[src/rtl/dma_xfer_engine.sv]
// DMA transfer engine: copies xfer_len 32-bit words from src to dst over a req/gnt port.
// Optional DMA_FIXED_ADDR_EN adds src_fixed/dst_fixed for non-incrementing (FIFO) addresses.
module dma_xfer_engine #(
  parameter int ADDR_W = 32,
  parameter int DATA_W = 32,
  parameter int LEN_W  = 16
) (
  input  logic              clk,
  input  logic              rst_n,
  input  logic              start,
  input  logic              abort,
  input  logic [ADDR_W-1:0] src_addr,
  input  logic [ADDR_W-1:0] dst_addr,
  input  logic [LEN_W-1:0]  xfer_len,
`ifdef DMA_FIXED_ADDR_EN
  input  logic              src_fixed,
  input  logic              dst_fixed,
`endif
  output logic              busy,
  output logic              done,
  output logic              aborted,
  output logic [1:0]        err_code,
  output logic [LEN_W-1:0]  words_done,
  output logic              irq,
  output logic              rd_req,
  output logic [ADDR_W-1:0] rd_addr,
  input  logic              rd_gnt,
  input  logic              rd_valid,
  input  logic [DATA_W-1:0] rd_data,
  input  logic              rd_err,
  output logic              wr_req,
  output logic [ADDR_W-1:0] wr_addr,
  output logic [DATA_W-1:0] wr_data,
  input  logic              wr_gnt,
  input  logic              wr_err
);
  localparam int                STEP_B = DATA_W / 8;
  localparam int                AL     = $clog2(STEP_B);
  localparam logic [ADDR_W-1:0] STEP   = ADDR_W'(STEP_B);

  typedef enum logic [2:0] {IDLE, RD_REQ, RD_WAIT, WR_REQ, FINISH} state_t;

  state_t            state, state_nxt;
  logic [ADDR_W-1:0] src_q, dst_q;
  logic [LEN_W-1:0]  len_q, words_q, words_inc;
  logic [DATA_W-1:0] data_q;
  logic              abort_q, done_q, aborted_q;
  logic [1:0]        err_q, err_nxt;
  logic              start_ok, misalign, wr_ok, set_abt, in_busy;
  logic              fix_src_q, fix_dst_q;

  assign in_busy   = (state == RD_REQ) || (state == RD_WAIT) || (state == WR_REQ);
  assign start_ok  = (state == IDLE) && start;
  assign misalign  = (|src_addr[AL-1:0]) | (|dst_addr[AL-1:0]);
  assign wr_ok     = (state == WR_REQ) && wr_gnt && !wr_err;
  assign words_inc = words_q + LEN_W'(1);

  always_comb begin
    state_nxt = state;
    err_nxt   = err_q;
    set_abt   = 1'b0;
    case (state)
      IDLE: if (start) begin
        if (misalign) begin
          state_nxt = FINISH;
          err_nxt   = 2'd1;
        end else if (xfer_len == '0) begin
          state_nxt = FINISH;
          err_nxt   = 2'd0;
        end else begin
          state_nxt = RD_REQ;
          err_nxt   = 2'd0;
        end
      end
      RD_REQ:  if (rd_gnt) state_nxt = RD_WAIT;
      RD_WAIT: if (rd_valid) begin
        if (rd_err) begin
          state_nxt = FINISH;
          err_nxt   = 2'd2;
        end else begin
          state_nxt = WR_REQ;
        end
      end
      WR_REQ: if (wr_gnt) begin
        if (wr_err) begin
          state_nxt = FINISH;
          err_nxt   = 2'd3;
        end else if (words_inc == len_q) begin
          // last word wins over a coincident abort
          state_nxt = FINISH;
        end else if (abort_q || abort) begin
          state_nxt = FINISH;
          set_abt   = 1'b1;
        end else begin
          state_nxt = RD_REQ;
        end
      end
      FINISH:  state_nxt = IDLE;
      default: state_nxt = IDLE;
    endcase
  end

  always_ff @(posedge clk or negedge rst_n) begin
    if (!rst_n) begin
      state     <= IDLE;
      err_q     <= 2'd0;
      src_q     <= '0;
      dst_q     <= '0;
      len_q     <= '0;
      words_q   <= '0;
      data_q    <= '0;
      abort_q   <= 1'b0;
      done_q    <= 1'b0;
      aborted_q <= 1'b0;
    end else begin
      state <= state_nxt;
      err_q <= err_nxt;
      if (start_ok) begin
        src_q     <= src_addr;
        dst_q     <= dst_addr;
        len_q     <= xfer_len;
        words_q   <= '0;
        done_q    <= 1'b0;
        aborted_q <= 1'b0;
        abort_q   <= 1'b0;
      end
      if (state_nxt == FINISH) done_q <= 1'b1;
      if (set_abt) aborted_q <= 1'b1;
      if (in_busy && abort) abort_q <= 1'b1;
      else if (state == FINISH) abort_q <= 1'b0;
      if ((state == RD_WAIT) && rd_valid && !rd_err) data_q <= rd_data;
      if (wr_ok) begin
        words_q <= words_inc;
        if (!fix_src_q) src_q <= src_q + STEP;
        if (!fix_dst_q) dst_q <= dst_q + STEP;
      end
    end
  end

`ifdef DMA_FIXED_ADDR_EN
  always_ff @(posedge clk or negedge rst_n) begin
    if (!rst_n) begin
      fix_src_q <= 1'b0;
      fix_dst_q <= 1'b0;
    end else if (start_ok) begin
      fix_src_q <= src_fixed;
      fix_dst_q <= dst_fixed;
    end
  end
`else
  assign fix_src_q = 1'b0;
  assign fix_dst_q = 1'b0;
`endif

  // requests decode straight from state so a reset drops them without waiting for a clock
  assign busy       = in_busy;
  assign irq        = (state == FINISH);
  assign done       = done_q;
  assign aborted    = aborted_q;
  assign err_code   = err_q;
  assign words_done = words_q;
  assign rd_req     = (state == RD_REQ);
  assign rd_addr    = src_q;
  assign wr_req     = (state == WR_REQ);
  assign wr_addr    = dst_q;
  assign wr_data    = data_q;
endmodule

[config.mk]
export PLATFORM = sky130hd
export DESIGN_NAME = dma_xfer_engine
export DESIGN_NICKNAME = d
export VERILOG_FILES = /design/src/rtl/dma_xfer_engine.sv
export SDC_FILE = /design/constraint.sdc
export NUM_CORES = 1
export LEC_CHECK = 0
export CAP_MARGIN = 20
export CORE_MARGIN = 5
export CORE_UTILIZATION = 34
export CTS_CLUSTER_SIZE = 12
export DETAILED_ROUTE_END_ITERATION = 7
export GPL_TIMING_DRIVEN = 0
export HOLD_SLACK_MARGIN = 0.06
export PLACE_DENSITY_LB_ADDON = 0.2
export SYNTH_ARGS = -nofsm -noshare
export SYNTH_HDL_FRONTEND = slang
export SYNTH_SLANG_ARGS = --single-unit
[constraint.sdc]
create_clock -name clk -period 3.2 [get_ports clk]
set_input_delay 0.48 -clock clk [delete_from_list [all_inputs] [get_ports clk]]
set_output_delay 0.48 -clock clk [all_outputs]
set_load 0.005 [all_outputs]
==> summary.txt <==
Run status
  – Run status: complete, no violations

Hold path
  – Hold WC Path Type: reg2reg

CTS
  – TritonCTS clock tree: yes
  – H-tree depth: 4
  – Resized Gates After CTS: 0
  – Clk Latency, worst-skew pair: 0.43 ns
  – Clock Path Buffers: 2
  – Clock sink count: 136
  – Clock transition at the registers of the reported paths: 0.06 ns
  – Clock Tree Root: clkbuf_16
  – CTS Buf Count: 17

Timing
  – Worst Tran Pin Value: 0.851 ns
  – Skew final: 0.0105 ns
  – TNS Setup: 0 ns
  – FMAX: 0.331 GHz
  – Setup Viol. Count Final: 0
  – Worst hold slack: 0.477 ns
  – Slew HR: 43.3%
  – Smallest setup slack after layout: 0.183 ns
  – Unrepaired setup endpoints after global routing: no
  – Crit path time final: 3.02 ns
  – Post-route clock period utilization: 94.3%
  – Final Hold Vio Count: 0
  – Max Transition Viols Final: 0

Power
  – Max VDD drop: 0.354 mV
  – Leak pwr: 0.00428 uW
  – PD cells: 617 nW/um^2

Critical path
  – WP data arrival: 3.33 ns
  – Worst Path Buf+Inv: 3
  – CP max-delay cell: clkdlybuf4s50_1
  – CP max stage delay: 0.57 ns
  – CP Launch Type: primary input
  – Cells along the critical path: clkdlybuf4s50_1 > nand4b_1 > or2_2 > clkbuf_1 > nand2_1 > clkbuf_1 > o21ai_0 > a221o_1
  – Crit path max fanout: 10
  – CP endpoint kind: flop
  – CP required: 3.51 ns
  – CP delay by family, top: buffers and inverters
  – WS Path Type: in2reg
  – Crit-path most repeated cell: clkbuf_1

Route
  – Post-route ant nets: 0
  – Starting DRT DRC Count: 504
  – DRC: 0
  – Drt first pass iters: 5
  – Routed WL: 26.5 mm
  – Vias per std cell: 5.38
  – DR vias: 7054
  – Avg WL per Cell: 20.2 um

GRT
  – Antenna violations before repair: 0
  – First-pass GRT wire length: 40.8 mm
  – Vias in the first global route: 7018
  – Largest net degree at the start of global routing: 92
  – Total gr overflow: 0
  – GRT Total Usage: 22.0%

Finish
  – Nets@finish: 1146
  – Layout area overhead: 47.2%
  – Post-layout util: 50.4%
  – Ant. Diodes: 0
  – Share of cells above drive strength 1: 8.41%
  – Design area: 10500 um^2

Die
  – Initial Util: 34.2%
  – Die area: 24000 um^2
  – Die Ht: 155 um
  – Site row count: 53
  – IO Count: 241
  – Die width: 155 um
  – Core Region: 20800 um^2

Synthesis
  – YS warnings: 0
  – Primary FF master, synth: dfrtp_1
  – Yosys reg bits: 136
  – Post-synthesis cell type count: 61
  – Synth area leader: dfrtp_1
  – Post-synth EDFFs: 0
  – Async S/R FF share, synth: 100%
  – Mapped Area: 7130 um^2
  – Yosys top cell area share: 47.8%
  – Mapped Avg Cell Area: 9.37 um^2
  – Top cells by area, synth: dfrtp_1 (48%), nand2_1 (7.8%), mux2_2 (5.2%), o21ai_0 (4.2%), nand3_1 (3.0%)
  – Net Count, Synth: 885
  – Sequential share of the synthesized area: 47.8%
  – Synth Instances: 761

Place
  – Post-Place Setup Slack: -0.243 ns
  – IO buf count: 240
  – Final HPWL from detailed placement: 19.3 mm
  – Placed Area: 9900 um^2
  – Gpl congestion: 0.840

Flow run
  – Max-Cap Viols: 0
## per-stage QoR
step / power, uW / std cells
CTS: 6540 / 1310
global placement: 4510 / 1276
detailed placement: 4540 / 1277
global route: 6840 / 1310
floorplan: 3240 / 761
finish: 6480 / 1310
## sequential cells by signal, summed over array words and instances (netlist names)
| register | flops |
|---|---|
| rd_addr | 32 |
| len_q | 16 |
| state | 3 |
| wr_data | 32 |
| abort_q | 1 |
| wr_addr | 32 |
| err_code | 2 |
| done | 1 |
| aborted | 1 |
| words_done | 16 |
## cells in the mapped netlist (4+ instances only)
cell type,number
xor2_1,11
nand4_1,15
inv_1,13
mux2_2,33
o21ai_0,60
and2_1,4
nor3b_1,6
a21o_1,4
buf_2,4
dfrtp_1,136
and4_1,5
a31oi_1,10
or3_1,7
o211ai_1,11
a21oi_1,20
and3_1,11
a22oi_1,7
o311ai_0,18
a221o_1,17
xnor2_1,14
nor4_1,15
nand2_1,148
nor3_1,16
nand3_1,43
nor2_1,42
clkbuf_1,36
## where the power goes
part | internal, uW | switching [uW]
clock | 1110 | 855
combinational | 1170 | 752
sequential | 2160 | 435
total | 4430 | 2040
## tightest hold or removal path: stages (launching register included)
cell and delay [ns]:
dfrtp_1 0.34, nand2_1 0.05, nand2_1 0.06
## timing repair
| action | CTS | global route |
|---|---|---|
| hold endpoints to repair | 45 | 0 |
| hold buffers | 1 | 0 |
| setup buffers | 0 | 0 |
## cells by family after synthesis
group | share of synthesized area (%)
AOI/OAI and AO/OA | 16.5
xor gates and xnor gates | 3.39
adders and majority gates | 0.667
buffers and inverters | 3.23
DFF | 47.8
muxes | 5.50
and+or+nand+nor | 23.0
## layout by cell type, fill, tap and decap left out, drive strengths merged, types with 18 or more instances in the layout
cell,instances
o21ai,60
nand2,148
nand3,43
nor2,42
o311ai,20
clkbuf,54
clkdlybuf4s50,239
inv,19
nor4,18
dfrtp,136
mux2,33
a21oi,20
## worst paths after layout
| kind | from | slack [ns] | to | cells past startpoint |
|---|---|---|---|---|
| max reg2reg | state[2] | 0.27 | wr_addr[19] | 7 |
| min in group asynchronous | rst_n | 0.54 | wr_data[17] | 2 |
| max | wr_gnt | 0.18 | wr_addr[19] | 8 |
| min reg2reg | rd_addr[1] | 0.48 | rd_addr[1] | 2 |
| min | rd_addr[1] | 0.48 | rd_addr[1] | 2 |
| max in group asynchronous | rst_n | 1.83 | wr_addr[6] | 3 |
## cell type report
type	instances	area (um^2)
timing repair buffer	242	2440
multi-input combinational	569	3490
buffer	43	181
clock inverter	14	139
tap	275	344
clock buffer	18	439
sequential	136	3400
inverter	13	48.8
fill	2015	10300
## layer usage
layer	up-vias	track usage (%)	part of all wire (%)
li1	3321	-	-
met1	3420	28.5	43
met2	281	35.3	47
met3	32	6.99	8.2
met4	0	6.52	1.6
met5	-	0	0
Note: power is estimated with default switching activity, not from simulation.
